<file path="config.mk">
export PLATFORM = sky130hd
export DESIGN_NAME = conv_window_tracker
export DESIGN_NICKNAME = d
export VERILOG_FILES = /design/src/rtl/conv_window_tracker.sv
export SDC_FILE = /design/constraint.sdc
export NUM_CORES = 1
export LEC_CHECK = 0
export ABC_AREA = 1
export BUFFER_PORTS_ARGS = -buffer_cell sky130_fd_sc_hd__buf_4
export CELL_PAD_IN_SITES_DETAIL_PLACEMENT = 2
export CELL_PAD_IN_SITES_GLOBAL_PLACEMENT = 2
export CORE_MARGIN = 2
export CORE_UTILIZATION = 30
export CTS_BUF_LIST = sky130_fd_sc_hd__clkbuf_4 sky130_fd_sc_hd__clkbuf_8
export CTS_CLUSTER_SIZE = 14
export DETAILED_ROUTE_END_ITERATION = 7
export PLACE_DENSITY = 0.78
export RECOVER_POWER = 50
export SYNTH_ARGS = -nofsm -noshare
export SYNTH_HDL_FRONTEND = slang
export SYNTH_SLANG_ARGS = --single-unit
</file>
<file path="constraint.sdc">
create_clock -name clk -period 1.19 [get_ports clk]
set_input_delay 0.238 -clock clk [delete_from_list [all_inputs] [get_ports clk]]
set_output_delay 0.238 -clock clk [all_outputs]
set_load 0.1 [all_outputs]
</file>
<file path="src/rtl/conv_window_tracker.sv">
// conv_window_tracker: marks legal strided KxK windows on a streaming frame and aligns strobes to the pipeline latency
module conv_window_tracker #(
  parameter int N = 5,
  parameter int K = 3,
  parameter int S = 1,
  parameter int LAT = 2,
  localparam int CW = $clog2(N)
) (
  input  logic          clk,
  input  logic          rst,
  input  logic          ce,
  output logic          valid_conv,
  output logic          end_conv,
  output logic [CW-1:0] out_row,
  output logic [CW-1:0] out_col,
  output logic          busy
);
  localparam int M = (N - K) / S + 1;
  localparam int PW = S > 1 ? $clog2(S) : 1;
  localparam logic [CW-1:0] C_MAX = CW'(N - 1);
  localparam logic [CW-1:0] K_M1 = CW'(K - 1);
  localparam logic [CW-1:0] C_LAST = CW'(K - 1 + S * (M - 1));
  localparam logic [PW-1:0] P_MAX = PW'(S - 1);
  typedef struct packed {
    logic          legal;
    logic          last;
    logic [CW-1:0] row;
    logic [CW-1:0] col;
  } entry_t;
  typedef enum logic {IDLE, RUN} state_t;
  logic [CW-1:0] c, r, ocol, orow;
  logic [PW-1:0] cph, rph;
  logic          c_end, r_end, pix0, nf, nf_d;
  state_t        state, state_d;
  entry_t        in_e;
  entry_t        src  [LAT];
  entry_t        pipe [LAT];
  assign c_end = c == C_MAX;
  assign r_end = r == C_MAX;
  assign pix0  = ce && c == '0 && r == '0;
  // Stride phases are zero exactly on window-completing columns/rows once past K-1
  always_comb begin
    in_e.legal = ce && c >= K_M1 && r >= K_M1 && cph == '0 && rph == '0;
    in_e.last  = in_e.legal && c == C_LAST && r == C_LAST;
    in_e.row   = orow;
    in_e.col   = ocol;
  end
  always_ff @(posedge clk or posedge rst)
    if (rst) begin
      c    <= '0;
      r    <= '0;
      cph  <= '0;
      rph  <= '0;
      ocol <= '0;
      orow <= '0;
    end else if (ce) begin
      c    <= c_end ? '0 : c + 1'b1;
      cph  <= (c_end || c < K_M1 || cph == P_MAX) ? '0 : cph + 1'b1;
      ocol <= c_end ? '0 : (c >= K_M1 && cph == P_MAX) ? ocol + 1'b1 : ocol;
      if (c_end) begin
        r    <= r_end ? '0 : r + 1'b1;
        rph  <= (r_end || r < K_M1 || rph == P_MAX) ? '0 : rph + 1'b1;
        orow <= r_end ? '0 : (r >= K_M1 && rph == P_MAX) ? orow + 1'b1 : orow;
      end
    end
  always_comb begin
    src[0] = in_e;
    for (int i = 1; i < LAT; i++) src[i] = pipe[i-1];
  end
  // Final stage keeps the last strobed coordinates when no legal window arrives
  always_ff @(posedge clk or posedge rst)
    if (rst) begin
      for (int i = 0; i < LAT; i++) pipe[i] <= '0;
    end else begin
      for (int i = 0; i < LAT - 1; i++) pipe[i] <= src[i];
      pipe[LAT-1] <= src[LAT-1].legal ? src[LAT-1] : {2'b00, pipe[LAT-1].row, pipe[LAT-1].col};
    end
  assign valid_conv = pipe[LAT-1].legal;
  assign end_conv   = pipe[LAT-1].last;
  assign out_row    = pipe[LAT-1].row;
  assign out_col    = pipe[LAT-1].col;
  assign busy       = state == RUN;
  // nf remembers a next-frame pixel 0 accepted before the current frame's end_conv emerged
  always_comb begin
    state_d = state == IDLE ? (pix0 ? RUN : IDLE) : (end_conv && !nf && !pix0) ? IDLE : RUN;
    nf_d    = state == RUN && !end_conv && (nf || pix0);
  end
  always_ff @(posedge clk or posedge rst)
    if (rst) begin
      state <= IDLE;
      nf    <= 1'b0;
    end else begin
      state <= state_d;
      nf    <= nf_d;
    end
endmodule
</file>
Yosys cells after proc, flatten, opt, wreduce, memory -nomap -nowiden --
Index checks and enable logic that the tools add are counted.
Word-level totals: register bits after elaboration 32, word-level logic and storage cells 71, output and inout bits 9, bits of input ports 3
Operators by class: bitwise logic cells 2, muxes and demuxes 12, $lt $le $gt $ge 4, $add $sub $neg 6, reductions and logical operators 29, equal/unequal tests 2
Operator list (number):
- 3-bit two-way mux | 6
- 1-bit logical AND | 14
- 3-bit by 1-bit adder with 3-bit output, second input constant | 4
- 8-bit two-way mux | 1
- 3-bit equality test, second input constant | 2
- 3-bit by 2-bit >= comparator with 1-bit output, second input constant | 2
- 3-bit zero test | 2
- 3-bit by 2-bit less-than comparator with 1-bit output, second input constant | 2
- 1-bit logical OR | 5
- 1-bit two-way mux | 5
- 2-bit AND reduction | 2
- 2-bit nonzero test | 2
- 1-bit zero test | 3
- 3-bit AND reduction | 1
- 1-bit adder, second input constant | 2
- 1-bit inverter | 2

Depth between registers and ports, before layout --
Gate-level depths: netlist of the first run.
depth after elaboration 7, gate-level depth with buffers 7, mapped depth without buffers 7

Least setup slack after synthesis of the first run --
No wires, ideal clock.
kind flip-flop to flip-flop, start register pipe, in the netlist end_conv, end register state, in the netlist busy, buffers on the path 0, required time 1068 ps, setup time 122 ps, cell stages (with the launch flop) 4, arrival 1241 ps, period minus slack after synthesis 1363 ps, slack -173 ps, cell sequence dfrtp_1 inv_1 o21ai_0 nand2_1
On the way: word-level cells in the longest chain between the ends 4
RTL lines:
- start: declaration | line 37 | entry_t pipe [LAT];
- start signal: indexed assignment | line 76 | pipe[LAT-1] <= src[LAT-1].legal ? src[LAT-1] : {2'b00, pipe[LAT-1].row, pipe[LAT-1].col};
- 1-bit logical AND (2 in a row) | line 85 | state_d = state == IDLE ? (pix0 ? RUN : IDLE) : (end_conv && !nf && !pix0) ? IDLE : RUN;
- 1-bit two-way mux (2 in a row) | line 85
- named net state_d | line 34 | state_t state, state_d;
- end signal: assignment | line 93 | state <= state_d;
- end: declaration | line 34
The timed path passes the listed nets, and every way through them passes these cells. A chain may end at the register's enable or synchronous reset.

Worst setup path in the final report of the first run --
start register c[1], end register r[0]
On the way: word-level cells in the longest chain between the ends 2
RTL lines:
- start: declaration | line 31 | logic [CW-1:0] c, r, ocol, orow;
- start signal: assignment | line 57 | c <= c_end ? '0 : c + 1'b1;
- 3-bit equality test | line 38 | assign c_end = c == C_MAX;
- 2-bit AND reduction (no line)
- end signal: assignment | line 61 | r <= r_end ? '0 : r + 1'b1;
- end: declaration | line 31
No other way between the ends.

==> results of run 1 <==
## final cells by class
cell class / instances / area [sq um] / area share [%]
clock buffers: 8 / 103.9 / 5.895
inverters: 18 / 75.07 / 4.261
multi-input cells: 75 / 543.0 / 30.82
flip-flops and latches: 32 / 804.5 / 45.67
well taps: 52 / 65.06 / 3.693
repair buffers: 21 / 170.2 / 9.659
## synthesized netlist by cell type, drive strengths merged
library cell	number
a21oi	1
buf	8
dfrtp	32
ha	6
inv	18
mux2	6
nand2	29
nand3	9
nand4	1
nor2	12
nor3	1
o21ai	8
xor2	2
## how the worst max path moves through the flow
stage,cells past startpoint,end,slack (ns)
6_report,6,r[0]$_DFFE_PP0P_,-0.04
5_1_grt,6,r[0]$_DFFE_PP0P_,-0.12
4_1_cts,7,orow[1]$_DFFE_PP0P_,-0.03
3_5_place_dp,7,orow[2]$_DFFE_PP0P_,-0.18
3_3_place_gp,7,orow[0]$_DFFE_PP0P_,-0.06
2_1_floorplan,7,orow[0]$_DFFE_PP0P_,0.003
## worst register-to-register path, stage by stage, from the launching register on
cell     delay (ns)
dfrtp_1        0.40
inv_2          0.09
ha_4           0.17
nand3_4        0.15
nor2_4         0.17
nand2_1        0.08
o21ai_1        0.09
## what timing repair did
action | CTS | global route
hold endpoints to repair | 0 | 0
endpoints found under the setup margin | 14 | 17
resized for setup | 15 | 21
pin swaps | 2 | 6
setup buffers | 3 | 3
## registers in the layout, summed over array words and instances (netlist names), 3 cells and up
signal / count
pipe: 8
c: 3
ocol: 3
orow: 3
out_col: 3
out_row: 3
r: 3
## cell families after synthesis
family | count (synthesis)
muxes | 6
adders and majority gates | 6
DFF | 32
xor gates and xnor gates | 2
and+or+nand+nor | 52
buffers and inverters | 26
AOI/OAI and AO/OA | 9
## per-stage QoR
step | worst slack [ns] | util [%]
after global placement | -0.05579 | 34.21
after global routing | -0.1241 | 39.91
after detailed placement | -0.1764 | 34.21
after CTS | -0.02526 | 37.84
after floorplan | 0.002982 | -
final | -0.03949 | 39.91
## where the power goes
part	switching (mW)	internal (mW)	leakage, nW
logic	1.53	0.811	0.444
registers	0.353	1.47	0.405
clock network	0.382	0.550	0.0549
total	2.26	2.83	0.905
## per-layer routing
metal | global-route usage [%] | up-vias
met1 | 14.62 | 503
met2 | 26.71 | 14
li1 | - | 449
met5 | 0 | -
met3 | 4.583 | 5
met4 | 5.031 | 0
==> flow_summary.toml, run 1 <==
[setup_path]
critPathCaptureType = "register"
crit_chain = "inv_2 > ha_4 > nand3_4 > nor2_4 > nand2_1 > o21ai_1"
crit_path_start = "c[1]$_DFFE_PP0P_"
slowest_delay_ns = 0.40
required_ns = 1.39
start_kind = "register"
rrSetupSlack_ns = -0.04
crit_type = "register to register"
reg2reg_depth = 6
reg2reg_from = "c[1]$_DFFE_PP0P_"
crit_path_top_delay_cell = "dfrtp_1"
crit_family = "flip-flops"
cp_num_buf_inv = 1
cp_max_fo = 8
reg2reg_to = "r[0]$_DFFE_PP0P_"
worst_ep_arrival_time_ns = 1.43

[timing]
relSlewSlack_pct = 46.44
setup_viol = 7
timing.final.crit_share_pct = 103.3
finalSetupTns_ns = -0.2040
post-route-min-period_ns = 1.229
fmax_mhz = 813.3
worst_slack_ns = -0.03949
rsz0062_at_grt = "yes"
final-max-slew-violation-count = 0
skew_ns = 0.006974
hold_viol = 0
fin_hold_ws_ns = 0.1914
tightest_slew_ns = 0.8033

[clock_tree]
cts_max_path_buffers = 2
cts_tree = "done"
root_buffer = "clkbuf_8"
insertion_delay_ns = 0.28
cts_buffers = 5
cts_num_sinks = 32
path_clk_slew_ns = 0.07
htreeDepth = 2
hold_buffers = 0

[drt]
wire_per_inst_um = 16.52
ant_nets = 0
drtIter0Drc = 42
wl_met3_um = 98
vias_per_cell = 4.714
drt-pass1-iter-count = 4
wirelength_um = 3404
route.met2.wl_um = 1991
route.detailed.drc = 0
wl_met1_um = 1267
num_vias = 971
top_layer = "met4"

[floorplanning]
die_area_sq_um = 5198
core-area_sq_um = 4414
fp.dieH_um = 72.10
io_pins = 12
rows = 24
start_util_pct = 31.52
fp.dieW_um = 72.10

[status]
status = "finished with violations"
violations = "setup timing"

[finish]
final_layout_size_suffix_gt1_share_pct = 42.86
design_area_sq_um = 1762
fin_cells = 206
final_common_cell = "dfrtp_1"
synthToLayoutAreaGrowth_pct = 26.62
nets = 162
num-fill-cells = 481
antenna_cells = 0
layout_common_cells = "dfrtp_1 (29), nand2_1 (21), buf_4 (15)"

[logic_synthesis]
yosys_register_bits = 32
yosys.area_share.simple_pct = 18.17
synth_top_family_by_area = "simple AND/OR/NAND/NOR gates"
synth_cell_types = 21
synth_area_leaders = "dfrtp_1 (58%), nand2_1 (7.6%), ha_1 (5.4%)"
synth_nets = 142
syn-mean-instance-area_sq_um = 10.46
synth_top_area_cell = "dfrtp_1"
synthAdderAreaFrac_pct = 5.396
synth_top_area_share_pct = 57.55
synthMuxAreaShare_pct = 4.856
synth_warnings = 0
synth_compound_area_share_pct = 3.507
yosys.area_share.xor_xnor_pct = 1.259
yosysSeqAreaShare_pct = 57.55
syn_area_sq_um = 1391
synthCells = 133

[global_routing]
grt_pass1_vias = 1123
grt_usage_pct = 14.21
antenna_found_initial = 0
grt_max_degree = 33
overflow = 0
grt_pass1_wl_um = 5471

[power_and_ir_drop]
power.total_mw = 5.090
ir_drop_uv = 669.8
p_per_area_nw_per_um2 = 2889
leakagePower_nw = 0.9048

[placement]
post_dp_cell_area_sq_um = 1510
gp_congestion = 0.7810
port_buffers = 11
dp_cells = 192
post-dp-hpwl_um = 2132

[flow_run]
max_cap_violations = 0

[hold_path]
hold_path.class = "primary input to asynchronous set/reset pin"
No activity file was read; power rests on OpenSTA's default activity.
==> run 2, diff against run 1 <==
SETUP_SLACK_MARGIN = 0.2   (was not set)
==> flow_summary.toml, run 2 (same netlist as run 1, synthesis figures left out) <==
[placement]
post-dp-hpwl_um = 2008
dp_slack_ns = -0.03212
gp_congestion = 0.7779
post_dp_cell_area_sq_um = 1516
port_buffers = 11
dp_cells = 190

[finish]
design_area_sq_um = 1947
multiInputGateArea_sq_um = 560.5
final_common_cell = "dfrtp_1"
largest_register_ffs = 8
seqCellArea_sq_um = 805.8
nets = 170
layout_common_cells = "dfrtp_1 (28), nand2_1 (21), buf_4 (17)"
synthToLayoutAreaGrowth_pct = 39.93
final_layout_size_suffix_gt1_share_pct = 49.38
regMostFlops = "pipe"
num-fill-cells = 455
fin_cells = 214
antenna_cells = 0

[setup_path]
crit_type = "register to register"
reg2reg_depth = 6
cp_max_fo = 6
cp.depth = 6
worst_ep_arrival_time_ns = 1.37
cp-endpoint = "ocol[2]$_DFFE_PP0P_"
critPathCaptureType = "register"
crit_family = "flip-flops"
rrSetupSlack_ns = -0.006
crit_path_start = "c[1]$_DFFE_PP0P_"
cp_num_buf_inv = 2
crit_path_top_delay_cell = "dfrtp_1"
required_ns = 1.36
reg2reg_from = "c[1]$_DFFE_PP0P_"
crit_chain = "inv_2 > ha_4 > nand3_4 > buf_6 > nand3_2 > nand2_1"
slowest_delay_ns = 0.40
reg2reg_to = "ocol[2]$_DFFE_PP0P_"
start_kind = "register"

[timing]
timing.final.crit_share_pct = 100.5
setup_viol = 2
skew_ns = 0.004051
post-route-min-period_ns = 1.196
fmax_mhz = 836.0
rsz0062_at_grt = "yes"
tightest_slew_ns = 0.7879
final-max-slew-violation-count = 0
worst_slack_ns = -0.006244
fin_hold_ws_ns = 0.1802
relSlewSlack_pct = 47.47
hold_viol = 0

[drt]
drtIter0Drc = 56
wirelength_um = 3461
ant_nets = 0
wire_per_inst_um = 16.17
vias_per_cell = 4.603
drt-pass1-iter-count = 2
route.detailed.drc = 0
num_vias = 985

[floorplanning]
start_util_pct = 31.52
fp.dieH_um = 72.10
core-area_sq_um = 4414
fp.dieW_um = 72.10
rows = 24
die_area_sq_um = 5198
io_pins = 12

[clock_tree]
cts_tree = "done"
cts_num_sinks = 32
root_buffer = "clkbuf_8"
path_clk_slew_ns = 0.07
insertion_delay_ns = 0.28
cts_max_path_buffers = 2
htreeDepth = 2
cts_buffers = 5

[power_and_ir_drop]
ir_drop_uv = 1003
power.total_mw = 5.582
p_per_area_nw_per_um2 = 2867
leakagePower_nw = 0.9787

[flow_run]
max_cap_violations = 0

[global_routing]
grt_pass1_vias = 1145
met2_usage_pct = 27.62
top_usage_layer = "met2"
overflow = 0
grt_pass1_wl_um = 5554
grt_max_degree = 33
met1_usage_pct = 14.50
grt_usage_pct = 14.70
use_met3_pct = 4.583
antenna_found_initial = 0

[hold_path]
hold_path.class = "primary input to asynchronous set/reset pin"

[status]
violations = "setup timing"
status = "finished with violations"
run 2: report_power, final:
group          total, mW  leakage [nW]  switching (mW)  internal [mW]
combinational       2.66         0.516            1.53           1.13
clock               1.05        0.0586           0.410          0.644
sequential          1.86         0.404           0.396           1.47
run 2: metrics by stage:
stage | util (%) | TNS [ns]
after floorplan | - | 0
after global placement | 34.35 | 0
after detailed placement | 34.35 | -0.06288
after CTS | 41.30 | -0.006479
after global routing | 44.10 | -0.5550
final | 44.10 | -0.007399
run 2: area by class of cell:
type / instances / area share, %
clock buffers: 6 / 3.920
clock inverters: 2 / 1.799
inverters: 18 / 3.728
multi-input cells: 75 / 28.79
flip-flops and latches: 32 / 41.39
well taps: 52 / 3.342
repair buffers: 29 / 17.03
run 2: timing repair:
| item | 4_1_cts | 5_1_grt |
|---|---|---|
| hold buffers | 0 | 0 |
| gates resized for setup | 38 | 17 |
| buffers inserted | 8 | 8 |
| setup endpoints to repair | 31 | 26 |
| pin swaps | 4 | 8 |
| cloned | 0 | 0 |
run 2: worst min-delay path, delay by kind of cell:
family / cells / cell delay (ns)
buffers and inverters: 3 / 0.76
run 2: worst min path at each step:
stage / start / endpoint / slack [ns] / cells after the start
after floorplan: rst / c[0]$_DFFE_PP0P_ / 0.35 / 1
after global placement: rst / pipe[14]$_DFF_PP0_ / 0.35 / 3
after detailed placement: rst / ocol[2]$_DFFE_PP0P_ / 0.36 / 3
after CTS: rst / ocol[2]$_DFFE_PP0P_ / 0.05 / 3
after global routing: ce / cph$_DFFE_PP0P_ / 0.22 / 2
final: rst / pipe[10]$_DFF_PP0_ / 0.18 / 3
run 2: metal layers:
metal,part of all wire [%],vias to the layer above
li1,-,465
met1,39,502
met2,57,14
met3,2.5,4
met4,1.1,0
met5,0,-
